--- src/rtl/gsu_mem_pkg.sv ---
// Shared types and constants for the GSU memory responder: FSM states,
// request classes and byte-enable codes.
package gsu_mem_pkg;

    typedef enum logic [1:0] {
        ST_IDLE,
        ST_ISSUE,
        ST_WAIT
    } state_t;

    typedef enum logic [1:0] {
        CLS_NONE,
        CLS_RAM_WR,
        CLS_RAM_RD,
        CLS_ROM_RD
    } req_cls_t;

    localparam logic [1:0] BE_EVEN = 2'b01;
    localparam logic [1:0] BE_ODD  = 2'b10;
    localparam logic [1:0] BE_WORD = 2'b11;

    function automatic logic [1:0] write_be(input logic lane);
        return lane ? BE_ODD : BE_EVEN;
    endfunction

endpackage

--- src/rtl/gsu_req_slot.sv ---
// Request detector plus one-deep pending slot. The newest detection overwrites
// the slot, and a detection in the same cycle as consumption keeps it pending.
module gsu_req_slot
    import gsu_mem_pkg::*;
#(
    parameter int AW   = 22,
    parameter bit EDGE = 1'b0
) (
    input  logic          clk,
    input  logic          rst,
    input  logic          strobe,
    input  logic [AW-1:0] addr,
    input  logic          tag_valid,
    input  logic [AW-1:0] tag,
    input  logic          flight_valid,
    input  logic [AW-1:0] flight_addr,
    input  logic          consume,
    output logic          pending,
    output logic [AW-1:0] pend_addr
);

    logic strobe_q;
    logic qual;
    logic hit;
    logic dup;
    logic fire;

    // NOTE: sequential state uses non-blocking assignments so every flop samples pre-edge values.
    always_ff @(posedge clk) begin
        if (rst) strobe_q <= 1'b0;
        else     strobe_q <= strobe;
    end

    // Level reads must not re-arm for an address already queued or in flight.
    assign qual = EDGE ? (strobe && !strobe_q) : strobe;
    assign hit  = tag_valid && (addr == tag);
    assign dup  = !EDGE && ((pending && (addr == pend_addr)) ||
                            (flight_valid && (addr == flight_addr)));
    assign fire = qual && !hit && !dup;

    always_ff @(posedge clk) begin
        if (rst) begin
            pending   <= 1'b0;
            pend_addr <= '0;
        end else if (fire) begin
            pending   <= 1'b1;
            pend_addr <= addr;
        end else if (consume) begin
            pending   <= 1'b0;
        end
    end

endmodule

--- src/rtl/gsu_mem_responder.sv ---
// Memory-side responder for the GSU mapper: serves ROM word reads and BSRAM
// byte reads/writes over one 16-bit request/response memory port.
module gsu_mem_responder
    import gsu_mem_pkg::*;
#(
    parameter int                MEM_AW   = 25,
    parameter logic [MEM_AW-1:0] ROM_BASE = 25'h0,
    parameter logic [MEM_AW-1:0] RAM_BASE = 25'h600000
) (
    input  logic              MCLK,
    input  logic              RST,
    input  logic [22:0]       ROM_ADDR,
    input  logic              ROM_OE_N,
    output logic [15:0]       ROM_Q,
    input  logic [19:0]       BSRAM_ADDR,
    input  logic [7:0]        BSRAM_D,
    input  logic              BSRAM_CE_N,
    input  logic              BSRAM_OE_N,
    input  logic              BSRAM_WE_N,
    output logic [7:0]        BSRAM_Q,
    output logic              MEM_REQ,
    input  logic              MEM_READY,
    output logic              MEM_WE,
    output logic [MEM_AW-1:0] MEM_ADDR,
    output logic [15:0]       MEM_WDATA,
    output logic [1:0]        MEM_BE,
    input  logic              MEM_RVALID,
    input  logic [15:0]       MEM_RDATA,
    output logic              BUSY
);

    state_t      state, state_next;
    req_cls_t    sel, cur_cls;
    logic [21:0] cur_addr;

    logic [21:0] rom_word_r;
    logic        rom_rd_r;
    logic [19:0] ram_addr_r;
    logic [7:0]  ram_d_r;
    logic        ram_rd_r;
    logic        ram_wr_r;

    logic [21:0] rom_tag;
    logic        rom_tag_valid;
    logic [19:0] ram_tag;
    logic        ram_tag_valid;

    logic        wr_pending, ram_rd_pending, rom_rd_pending;
    logic [27:0] wr_payload;
    logic [19:0] ram_rd_addr;
    logic [21:0] rom_rd_word;
    logic        wr_consume, ram_rd_consume, rom_rd_consume;

    always_ff @(posedge MCLK) begin
        if (RST) begin
            rom_word_r <= '0;
            rom_rd_r   <= 1'b0;
            ram_addr_r <= '0;
            ram_d_r    <= '0;
            ram_rd_r   <= 1'b0;
            ram_wr_r   <= 1'b0;
        end else begin
            rom_word_r <= ROM_ADDR[22:1];
            rom_rd_r   <= !ROM_OE_N;
            ram_addr_r <= BSRAM_ADDR;
            ram_d_r    <= BSRAM_D;
            ram_rd_r   <= !BSRAM_CE_N && !BSRAM_OE_N && BSRAM_WE_N;
            ram_wr_r   <= !(BSRAM_CE_N || BSRAM_WE_N);
        end
    end

    // Write payload carries {data, address}; each strobe edge is one write.
    gsu_req_slot #(.AW(28), .EDGE(1'b1)) u_ram_wr (
        .clk(MCLK), .rst(RST), .strobe(ram_wr_r), .addr({ram_d_r, ram_addr_r}),
        .tag_valid(1'b0), .tag('0), .flight_valid(1'b0), .flight_addr('0),
        .consume(wr_consume), .pending(wr_pending), .pend_addr(wr_payload)
    );

    gsu_req_slot #(.AW(20), .EDGE(1'b0)) u_ram_rd (
        .clk(MCLK), .rst(RST), .strobe(ram_rd_r), .addr(ram_addr_r),
        .tag_valid(ram_tag_valid), .tag(ram_tag),
        .flight_valid((state != ST_IDLE) && (cur_cls == CLS_RAM_RD)),
        .flight_addr(cur_addr[19:0]),
        .consume(ram_rd_consume), .pending(ram_rd_pending), .pend_addr(ram_rd_addr)
    );

    gsu_req_slot #(.AW(22), .EDGE(1'b0)) u_rom_rd (
        .clk(MCLK), .rst(RST), .strobe(rom_rd_r), .addr(rom_word_r),
        .tag_valid(rom_tag_valid), .tag(rom_tag),
        .flight_valid((state != ST_IDLE) && (cur_cls == CLS_ROM_RD)),
        .flight_addr(cur_addr),
        .consume(rom_rd_consume), .pending(rom_rd_pending), .pend_addr(rom_rd_word)
    );

    assign sel = wr_pending     ? CLS_RAM_WR :
                 ram_rd_pending ? CLS_RAM_RD :
                 rom_rd_pending ? CLS_ROM_RD : CLS_NONE;

    always_ff @(posedge MCLK) begin
        if (RST) state <= ST_IDLE;
        else     state <= state_next;
    end

    // NOTE: every always_comb output gets a default first so no latch is inferred.
    always_comb begin
        state_next = state;
        unique case (state)
            ST_IDLE:  if (sel != CLS_NONE) state_next = ST_ISSUE;
            ST_ISSUE: if (MEM_READY) state_next = (cur_cls == CLS_RAM_WR) ? ST_IDLE : ST_WAIT;
            ST_WAIT:  if (MEM_RVALID) state_next = ST_IDLE;
            default:  state_next = ST_IDLE;
        endcase
    end

    always_comb begin
        wr_consume     = (state == ST_IDLE) && (sel == CLS_RAM_WR);
        ram_rd_consume = (state == ST_IDLE) && (sel == CLS_RAM_RD);
        rom_rd_consume = (state == ST_IDLE) && (sel == CLS_ROM_RD);
        MEM_REQ        = (state == ST_ISSUE);
        BUSY           = (state != ST_IDLE) || wr_pending || ram_rd_pending || rom_rd_pending;
    end

    always_ff @(posedge MCLK) begin
        if (RST) begin
            cur_cls       <= CLS_NONE;
            cur_addr      <= '0;
            MEM_WE        <= 1'b0;
            MEM_ADDR      <= '0;
            MEM_BE        <= '0;
            MEM_WDATA     <= '0;
            ROM_Q         <= '0;
            BSRAM_Q       <= '0;
            rom_tag       <= '0;
            rom_tag_valid <= 1'b0;
            ram_tag       <= '0;
            ram_tag_valid <= 1'b0;
        end else begin
            if (state == ST_IDLE) begin
                unique case (sel)
                    CLS_RAM_WR: begin
                        cur_cls   <= CLS_RAM_WR;
                        cur_addr  <= 22'(wr_payload[19:0]);
                        MEM_WE    <= 1'b1;
                        MEM_ADDR  <= RAM_BASE + MEM_AW'(wr_payload[19:0]);
                        MEM_BE    <= write_be(wr_payload[0]);
                        MEM_WDATA <= {wr_payload[27:20], wr_payload[27:20]};
                        // Keep the cached BSRAM byte coherent with our own writes.
                        if (ram_tag_valid && (ram_tag == wr_payload[19:0]))
                            BSRAM_Q <= wr_payload[27:20];
                    end
                    CLS_RAM_RD: begin
                        cur_cls  <= CLS_RAM_RD;
                        cur_addr <= 22'(ram_rd_addr);
                        MEM_WE   <= 1'b0;
                        MEM_ADDR <= RAM_BASE + MEM_AW'(ram_rd_addr);
                        MEM_BE   <= BE_WORD;
                    end
                    CLS_ROM_RD: begin
                        cur_cls  <= CLS_ROM_RD;
                        cur_addr <= rom_rd_word;
                        MEM_WE   <= 1'b0;
                        MEM_ADDR <= ROM_BASE + MEM_AW'({rom_rd_word, 1'b0});
                        MEM_BE   <= BE_WORD;
                    end
                    default: ;
                endcase
            end
            if ((state == ST_WAIT) && MEM_RVALID) begin
                if (cur_cls == CLS_ROM_RD) begin
                    ROM_Q         <= MEM_RDATA;
                    rom_tag       <= cur_addr;
                    rom_tag_valid <= 1'b1;
                end else begin
                    BSRAM_Q       <= cur_addr[0] ? MEM_RDATA[15:8] : MEM_RDATA[7:0];
                    ram_tag       <= cur_addr[19:0];
                    ram_tag_valid <= 1'b1;
                end
            end
        end
    end

endmodule

--- config.mk ---
export PLATFORM = sky130hd
export DESIGN_NAME = gsu_mem_responder
export DESIGN_NICKNAME = d
export VERILOG_FILES = /design/src/rtl/gsu_mem_pkg.sv /design/src/rtl/gsu_req_slot.sv /design/src/rtl/gsu_mem_responder.sv
export SDC_FILE = /design/constraint.sdc
export NUM_CORES = 1
export LEC_CHECK = 0
export ABC_AREA = 1
export BUFFER_PORTS_ARGS = -buffer_cell sky130_fd_sc_hd__buf_2
export CAP_MARGIN = 40
export CORE_MARGIN = 10
export CORE_UTILIZATION = 30
export DETAILED_ROUTE_END_ITERATION = 6
export PLACE_DENSITY = 0.47
export SYNTH_ARGS = -nofsm -noshare
export SYNTH_HDL_FRONTEND = slang
export SYNTH_SLANG_ARGS = --single-unit
--- constraint.sdc ---
create_clock -name MCLK -period 1.66 [get_ports MCLK]
set_input_delay 0.166 -clock MCLK [delete_from_list [all_inputs] [get_ports MCLK]]
set_output_delay 0.166 -clock MCLK [all_outputs]
set_load 0.05 [all_outputs]
### After elaboration in Yosys (flattened, before gate mapping)

Index checks and enable logic that the tools add are counted.

* flip-flop bits (word level): 265
* latch bits: 0
* bits in writable memories: 0
* ROM bits: 0
* output and inout port bits: 70
* logic and storage cells: 123
* memories kept: 0

* add/sub/neg operators: 2
* multipliers: 0
* div/mod/pow operators: 0
* magnitude comparators: 0
* eq/ne operators: 18
* shift-type cells: 0
* mux-type cells: 26
* bitwise logic cells: 1
* reduce and logical (&&, ||, !) cells: 50

Operators by type and width (count)
* equality test 20 bit: 4
* case mux 25 bit (3 select lines): 1
* equality test 22 bit: 3
* case mux 22 bit (3 select lines): 1
* adder 23 x 20 -> 24 bit (first input constant): 2
* 2-to-1 mux 8 bit: 6
* logical AND 1 bit: 20
* 2-to-1 mux 2 bit: 8
* case mux 2 bit (3 select lines): 2
* nonzero test 2 bit: 6
* equality test 2 bit (second input constant): 5
* AND reduction 2 bit: 5
* logical NOT 1 bit: 9
* equality test 2 x 1 -> 1 bit (second input constant): 3
* logical OR 1 bit: 6
* 2-to-1 mux 1 bit: 6
* inequality test 2 bit (second input constant): 2
* case mux 2 bit (2 select lines): 1
* AND reduction 3 bit: 1
* nonzero test 3 bit: 1
* logical NOT 2 bit: 1
* inequality test 2 x 1 -> 1 bit (second input constant): 1
* case mux 1 bit (2 select lines): 1
* OR reduction 2 bit: 1
* inverter 1 bit: 1

### Logic depth before layout (Yosys ltp)

Gate-level depths: netlist (run 1).

* word-level depth: 8
* mapped depth: 13

### By module

Synthesis (run 1) repeated with hierarchy kept, for this count alone.

* cells, all modules: 2070
* area, all modules: 12842.3 um^2

By module, submodules not included
* gsu_mem_responder: times used 1, cells an instance 936, area each 6989.2 um^2, sequential area each 3623.5 um^2
* gsu_req_slot at u_rom_rd: times used 1, cells an instance 425, area each 2094.5 um^2, sequential area each 460.4 um^2
* gsu_req_slot at u_ram_rd: times used 1, cells an instance 396, area each 1950.6 um^2, sequential area each 420.4 um^2
* gsu_req_slot at u_ram_wr: times used 1, cells an instance 313, area each 1808.0 um^2, sequential area each 600.6 um^2

### Worst setup path before layout (run 1)

OpenSTA, ideal clock, no wires.

* path kind: register to register
* start: register state[0]
* end: register state[1]
* library setup time: 128 ps
* data arrival time: 1558 ps
* data required time: 1532 ps
* slack: -26 ps
* stages on the path, launching flop included: 8
* path buffers: 0
* period minus slack after synthesis: 1686 ps
* cell sequence: dfxtp_1 > inv_1 > nor2_1 > inv_1 > nor2_1 > inv_1 > a32oi_1 > nor2_1

* word-level cells in the longest chain between the ends: 3
* elaborated cells on any way between the ends: 8
* those cells by class: eq/ne: 5; mux: 1; reduce/logical: 2

RTL lines
* from (decl): RTL line gsu_mem_responder.sv:32 `state_t state, state_next;`
* from (signal assigned): RTL line gsu_mem_responder.sv:101 `else state <= state_next;`
* equality test 2 x 1 -> 1 bit *
* via MEM_REQ: RTL line gsu_mem_responder.sv:21 `output logic MEM_REQ,`
* inequality test 2 x 1 -> 1 bit (no line)
* AND reduction 3 bit (no line)

The timed path passes the listed nets; every way through them passes the cells marked *.
A chain may end at the register's enable or synchronous reset.

### Worst setup path after layout (run 1)

* start: register ram_addr_r[15]
* end: register u_ram_rd.pend_addr[0]

* word-level cells in the longest chain between the ends: 5
* elaborated cells on any way between the ends: 11
* those cells by class: eq/ne: 3; reduce/logical: 8

RTL lines
* from (decl): RTL line gsu_mem_responder.sv:38 `logic [19:0] ram_addr_r;`
* from (signal assigned): RTL line gsu_mem_responder.sv:58 `ram_addr_r <= '0;`
* from (signal assigned): RTL line gsu_mem_responder.sv:65 `ram_addr_r <= BSRAM_ADDR;`
* equality test 20 bit (on tied branches): RTL line gsu_req_slot.sv:36, gsu_req_slot.sv:37, gsu_req_slot.sv:38
* logical AND 1 bit (on tied branches): RTL line gsu_req_slot.sv:36, gsu_req_slot.sv:37, gsu_req_slot.sv:38
* logical NOT 1 bit / logical OR 1 bit (equally long branches): RTL line gsu_req_slot.sv:39, gsu_req_slot.sv:37
* logical AND 1 bit / logical NOT 1 bit (equally long branches): RTL line gsu_req_slot.sv:39 `assign fire = qual && !hit && !dup;`
* logical AND 1 bit *: RTL line gsu_req_slot.sv:39
* to (signal assigned): RTL line gsu_req_slot.sv:47 `pend_addr <= addr;`
* to (decl): RTL line gsu_req_slot.sv:19 `output logic [AW-1:0] pend_addr`

Every way passes the cells marked *; elsewhere a longest branch is shown, timed or not.

==> results of run 1 <==
## logic make-up (layout without fill, tap and decap cells)
group / count (synthesis) / after routing / synth area share
DFF: 255 / 255 / 0.4371
xor gates and xnor gates: 24 / 24 / 0.01800
AOI/OAI and AO/OA: 325 / 325 / 0.1475
buffers and inverters: 328 / 784 / 0.1155
and+or+nand+nor: 810 / 813 / 0.2816
other: 1 / 3 / 0.0003211
## sequential cells by signal, summed over array words and instances, names as in the netlist, 16 cells and up
signal and cells:
u_ram_rd.pend_addr 20, ram_addr_r 20, rom_tag 22, MEM_ADDR 23, cur_addr 22, ROM_Q 16
rom_word_r 22, u_ram_wr.pend_addr 28, u_rom_rd.pend_addr 22, ram_tag 20
## metrics by stage
| stage | area [um2] | TNS [ns] |
|---|---|---|
| finish | 17730 | -0.9320 |
| global placement | 14490 | -22.31 |
| global route | 17730 | -4.851 |
| detailed placement | 14520 | -18.12 |
| CTS | 16910 | -0.4753 |
| floorplan | 11690 | 0 |
## worst reg2reg max path: stages, from the launching register on
cell,delay (ns)
dfxtp_4,0.36
buf_4,0.12
xor2_1,0.17
nor2_2,0.07
nand2_1,0.07
nor2_1,0.04
nand3_1,0.09
nand2_2,0.07
nor2_4,0.25
buf_12,0.19
nand2_1,0.07
nand2_1,0.08
nor2_2,0.04
## power groups by stage
stage	registers [uW]	clock network (uW)	logic (uW)
2_1_floorplan	7080	0	1350
3_3_place_gp	6880	0	3000
3_5_place_dp	6880	0	3000
4_1_cts	6770	6520	3390
5_1_grt	6810	6770	3970
6_report	6770	6360	3670
## what timing repair did
action / 4_1_cts / 5_1_grt
endpoints found under the hold margin: 71 / 0
cloned: 3 / 3
pin swaps: 35 / 57
endpoints found under the setup margin: 89 / 95
buffers inserted: 29 / 11
gates resized for setup: 160 / 237
hold buffers: 82 / 0
## metal layers
metal  vias up  wire length, um  track usage
met5         -                0            0
met4         0             1437      0.06292
met3        70             2916      0.04258
met2       289            21750       0.3182
met1      5717            21390       0.2491
li1       6286                -            -
## cell type report
class,count,area [um2],area share
repair buffers,484,3910,0.2205
clock inverters,11,61.31,0.003457
clock buffers,40,869.6,0.04904
well taps,518,648.1,0.03655
diodes,1,2.502,0.0001411
multi-input cells,1164,6007,0.3387
flip-flops and latches,255,5261,0.2967
inverters,249,973.4,0.05489
## final timing paths
path                                startpoint                      to
worst max-delay path            ram_addr_r[15]   u_ram_rd.pend_addr[0]
worst min-delay path                       RST           ram_addr_r[4]
worst max register to register  ram_addr_r[15]   u_ram_rd.pend_addr[0]
worst min register to register      ram_d_r[4]  u_ram_wr.pend_addr[24]
## cells in the final DEF (no fill, tap or decap), types with 3 or more instances in the layout
cell           netlist  final
inv_4                0      7
o22ai_1             13      9
o22ai_2              0      4
clkinvlp_4           0      4
a21oi_1            124    117
clkbuf_8             0      6
dfxtp_1            255    174
a31oi_1              8      8
nand3_2              1     10
nor2_4               3     23
nand3_1             21     12
nand2_2             19     83
inv_2               29     50
buf_4               14    212
buf_8                0      5
dlygate4sd3_1        0     82
xnor2_2              0      3
nand2_1            455    378
nor2_1             271    212
buf_12               0     20
nor2_2              22     64
xnor2_1             20     16
clkbuf_1            42      3
inv_1              218    185
o211ai_1             3      3
dfxtp_2              0     59
o21ai_0            150    141
clkinv_2             0      9
nand2_4              3     16
nand4_1              9      9
buf_2               16    138
clkbuf_16            0     33
buf_6                6     25
a221oi_2             0     12
o21ai_1             10     16
a21oi_2              0      6
dfxtp_4              0     22
==> results.yml, run 1 <==
status:
  status: "finished, violations left"
  violations: "negative setup slack"
clock_network:
  cts_buffers: 31
  clk_latency_ns: 0.57
  cts-root-buf: "clkbuf_16"
  cts_tree: "yes"
  clk_path_buf_depth: 3
  htree_levels: 1
  clk_pin_slew_worst_paths_ns: 0.06
  clock-sinks: 255
final_layout:
  finalNetCount: 2260
  layout-drive-gt1-share: 0.3740
  area.growth.synth_to_final_pct: 51.84
  utilization: 0.4599
  nFillCells: 4015
  layout.cells.non_filler: 2722
critical_path:
  path_max_fanout: 17
  endpoint_kind: "flip-flop"
  cp.required_ns: 2.12
  critPathLaunchType: "flip-flop"
  cp_top_family: "simple AND/OR/NAND/NOR gates"
  reg2reg_depth: 12
  crit_type: "reg -> reg"
  worstPathArrival_ns: 2.17
  critPathMaxStageDelay_ns: 0.36
  regToRegSetupSlack_ns: -0.05
  worstSetupPathDepth: 12
  crit_chain: "buf_4, xor2_1, nor2_2, nand2_1, nor2_1, nand3_1, nand2_2, nor2_4, buf_12, nand2_1, nand2_1, nor2_2"
  slowest_stage: "dfxtp_4"
  worst-path-buf-inv: 2
  crit_top_cell: "nand2_1"
synth:
  yosys-top-cells-count: "nand2_1, nor2_1, dfxtp_1"
  avgSynthCellArea_um2: 6.700
  synthArstFlopShare: 0
  synth_area_um2: 11680
  ys.flop_type: "dfxtp_1"
  yosys_warnings: 0
  seq_area_frac_synth: 0.4371
  synth.area.top_cells: "dfxtp_1, nand2_1, nor2_1"
  synth_edf_count: 0
  synth_most_common_cell: "nand2_1"
  synth-seq-cells: 255
  synth_top_area_frac: 0.4371
  syn_inst: 1743
  yosysTopAreaCell: "dfxtp_1"
  synth_cell_types: 37
global_routing:
  antenna_found_initial: 1
  grt_max_degree: 71
  grt_pass1_wl_um: 71620
  grt_pass1_vias: 12490
  grt-ovfl-total: 0
  gr-usage-all-layers: 0.1944
timing:
  skew_ns: 0.01119
  drv_slew: 0
  finalHoldWorstSlack_ns: 0.02042
  setup_ws_ns: -0.04922
  hold_viol: 0
  min_period_ns: 1.709
  finalSetupViolCount: 42
  fmax_ghz: 0.5851
  grt_setup_unrepaired: "true"
  fin_crit_sh: 1.030
placement:
  port_buffers: 141
  place_hpwl_um: 34440
  finalWeightedCongestion: 0.9230
  dp_cells: 2550
  dp_slack_ns: -0.5210
detailed_routing:
  vias: 12360
  wl_um: 47500
  avgViaCountPerCell: 4.542
  avgRoutedWirePerCell_um: 17.45
  first_pass_iters: 4
  ant_nets: 0
  drc: 0
  drt_iter0_drc: 701
power_and_ir_drop:
  internal_power_uw: 11630
  switchingPower_uw: 5171
  clock_power_share: 0.378
  ir_drop_uv: 816.2
  seq_power_share: 0.403
  switching_share: 0.3078
  power.leakage_uw: 0.008247
  pwr_density_cell_nw_per_um2: 947.4
  p_comb_frac: 0.219
  totalPowerFinal_uw: 16800
floorplan:
  die-area_um2: 47220
  core_um2: 38560
  die_w_um: 217.3
  start_util: 0.3029
  std_cell_rows: 72
  ioPinCount: 145
  dieHeight_um: 217.3
worst_hold_path:
  whs_path_depth: 2
  min_path_type: "in -> reg"
run:
  maxCapViolCount: 0
Power figures use the tool's default switching activity.
==> inputs of run 2 (changes only) <==
--- a/config.mk
+++ b/config.mk
@@ -5,7 +5,7 @@
 export SDC_FILE = /design/constraint.sdc
 export NUM_CORES = 1
 export LEC_CHECK = 0
-export ABC_AREA = 1
+export ABC_AREA = 0
 export BUFFER_PORTS_ARGS = -buffer_cell sky130_fd_sc_hd__buf_2
 export CAP_MARGIN = 40
 export CORE_MARGIN = 10
==> run 2 against run 1 <==
The flow still finishes with violations (negative setup slack); critical path type unchanged; combinational power fell by 26%; non-clock buffer count fell by 16; setup slack got worse by 0.36 ns.
==> results.yml, run 2 <==
status:
  status: "finished, violations left"
  violations: "negative setup slack"
synth:
  synth_most_common_cell: "dfxtp_1"
  synth_cell_types: 43
  yosys-top-cells-count: "dfxtp_1, nand2_1, a21oi_1"
  synth-seq-cells: 255
  seq_area_frac_synth: 0.4666
  syn_inst: 1236
  synth.area.top_cells: "dfxtp_1, nand2_1, xor2_1"
  yosysTopAreaCell: "dfxtp_1"
  yosys_warnings: 0
  ys.flop_type: "dfxtp_1"
  synth_area_um2: 10940
  synth_top_area_frac: 0.4666
  synth_edf_count: 0
  synthArstFlopShare: 0
  avgSynthCellArea_um2: 8.853
final_layout:
  finalNetCount: 1728
  utilization: 0.4566
  layout_common_cells: "dfxtp_1, nand2_1, buf_4"
  diodes: 0
  final_area_um2: 16320
  area.growth.synth_to_final_pct: 49.14
  top_register: "u_ram_wr.pend_addr"
  largest_reg_flops: 28
  layout_commonest_cell: "dfxtp_1"
  layout-drive-gt1-share: 0.3236
  reg.largest.list: "u_ram_wr.pend_addr x28, MEM_ADDR x23"
global_routing:
  grt_max_degree: 60
  antenna_found_initial: 0
  grt-ovfl-total: 0
  grt_pass1_wl_um: 60890
  grt_pass1_vias: 10110
  gr-usage-all-layers: 0.1750
timing:
  setup_tns_ns: -16.49
  min_period_ns: 2.070
  grt_setup_unrepaired: "true"
  skew_ns: 0.02869
  finalHoldWorstSlack_ns: 0.1043
  drv_slew: 0
  finalSetupViolCount: 53
  fin_crit_sh: 1.247
  hold_viol: 0
  setup_ws_ns: -0.4103
  fmax_ghz: 0.4830
power_and_ir_drop:
  internal_power_uw: 11240
  pwr_density_cell_nw_per_um2: 956.6
  switchingPower_uw: 4373
  ir_drop_uv: 741.0
  p_comb_frac: 0.173
  seq_power_share: 0.424
  power.leakage_uw: 0.006762
  switching_share: 0.2801
  clock_power_share: 0.403
clock_network:
  cts-root-buf: "clkbuf_16"
  htree_levels: 1
  cts_tree: "yes"
  clk_latency_ns: 0.58
  cts_buffers: 30
  clock-sinks: 255
  clk_pin_slew_worst_paths_ns: 0.06
  clk_path_buf_depth: 3
critical_path:
  cp_top_family: "simple AND/OR/NAND/NOR gates"
  critPathLaunchType: "flip-flop"
  slowest_stage: "or4_4"
  regToRegSetupSlack_ns: -0.41
  critPathMaxStageDelay_ns: 0.55
  worst-path-buf-inv: 1
  r2r-end: "BSRAM_Q[5]"
  worstPathArrival_ns: 2.55
  endpoint_kind: "flip-flop"
  reg2reg_depth: 7
  cp.required_ns: 2.14
  crit_chain: "xor2_1, nor4_1, buf_4, nand2_2, or4_4, mux2i_2, a211oi_2"
  reg2reg_from: "u_ram_wr.pend_addr[8]"
  crit_type: "reg -> reg"
  path_max_fanout: 8
floorplan:
  start_util: 0.3061
  core_um2: 35740
  die_w_um: 211.0
  die-area_um2: 44510
  std_cell_rows: 69
  ioPinCount: 145
  dieHeight_um: 211.0
run:
  maxCapViolCount: 0
placement:
  dp_slack_ns: -0.5547
  finalWeightedCongestion: 0.8625
  port_buffers: 141
  placed_cell_area_um2: 13880
  place_hpwl_um: 29380
detailed_routing:
  avgViaCountPerCell: 4.739
  drc: 0
  avgRoutedWirePerCell_um: 19.14
  drt_iter0_drc: 689
  wl_um: 40880
  ant_nets: 0
  first_pass_iters: 5
  vias: 10120
worst_hold_path:
  min_path_type: "in -> reg"
  whs_path_depth: 2
  worstHoldStart: "RST"
  holdPathEnd: "ram_addr_r[11]"
-- run 2: per-stage QoR --
stage,instances,power (uW)
final,2136,15610
after global routing,2136,16200
after CTS,2120,15580
after detailed placement,1987,9010
after global placement,1987,9005
after floorplan,1237,7895
-- run 2: what timing repair did --
item / in CTS / in global routing
buffers inserted: 6 / 15
gates cloned: 3 / 3
hold endpoints to repair: 72 / 0
hold buffers: 73 / 0
setup endpoints to repair: 84 / 74
pin swaps: 27 / 18
resized for setup: 73 / 57
-- run 2: routing by layer --
metal / track usage / wire length, um / up-vias
li1: - / - / 4987
met1: 0.2395 / 19140 / 4839
met2: 0.2776 / 18680 / 246
met3: 0.02463 / 2005 / 50
met4: 0.05694 / 1059 / 0
met5: 0 / 0 / -
-- run 2: area by class of cell --
cell class / instances / area [um2]
clock buffers: 42 / 867.1
clock inverters: 12 / 65.06
fillers: 3562 / 19420
multi-input cells: 898 / 5893
flip-flops and latches: 255 / 5155
well taps: 461 / 576.8
repair buffers: 468 / 3761
-- run 2: logic make-up after synthesis --
kind of cell / count (synthesis) / share of synthesized area
buffers and inverters: 86 / 0.03522
multiplexers: 50 / 0.04574
other: 1 / 0.0003427
XOR/XNOR: 146 / 0.1169
flip-flops: 255 / 0.4666
AND/OR/NAND/NOR: 511 / 0.2273
AO/OA/AOI/OAI: 187 / 0.1079
-- run 2: worst max path at each step --
stage / slack (ns) / start / to / depth (start not counted)
floorplan: -0.15 / state[1] / BSRAM_Q[0] / 7
CTS: -0.43 / ram_tag[10] / BSRAM_Q[5] / 8
detailed placement: -0.55 / u_ram_wr.pend_addr[8] / BSRAM_Q[3] / 8
finish: -0.41 / u_ram_wr.pend_addr[8] / BSRAM_Q[5] / 7
global route: -0.49 / rom_word_r[15] / u_rom_rd.pending / 9
global placement: -0.47 / u_ram_wr.pend_addr[8] / BSRAM_Q[4] / 8
-- run 2: power by group through the flow --
stage	Clock (uW)	Sequential [uW]	Combinational, uW
finish	6290	6620	2700
global route	6680	6640	2880
CTS	6420	6620	2540
detailed placement	0	6740	2270
global placement	0	6740	2270
floorplan	0	6970	929
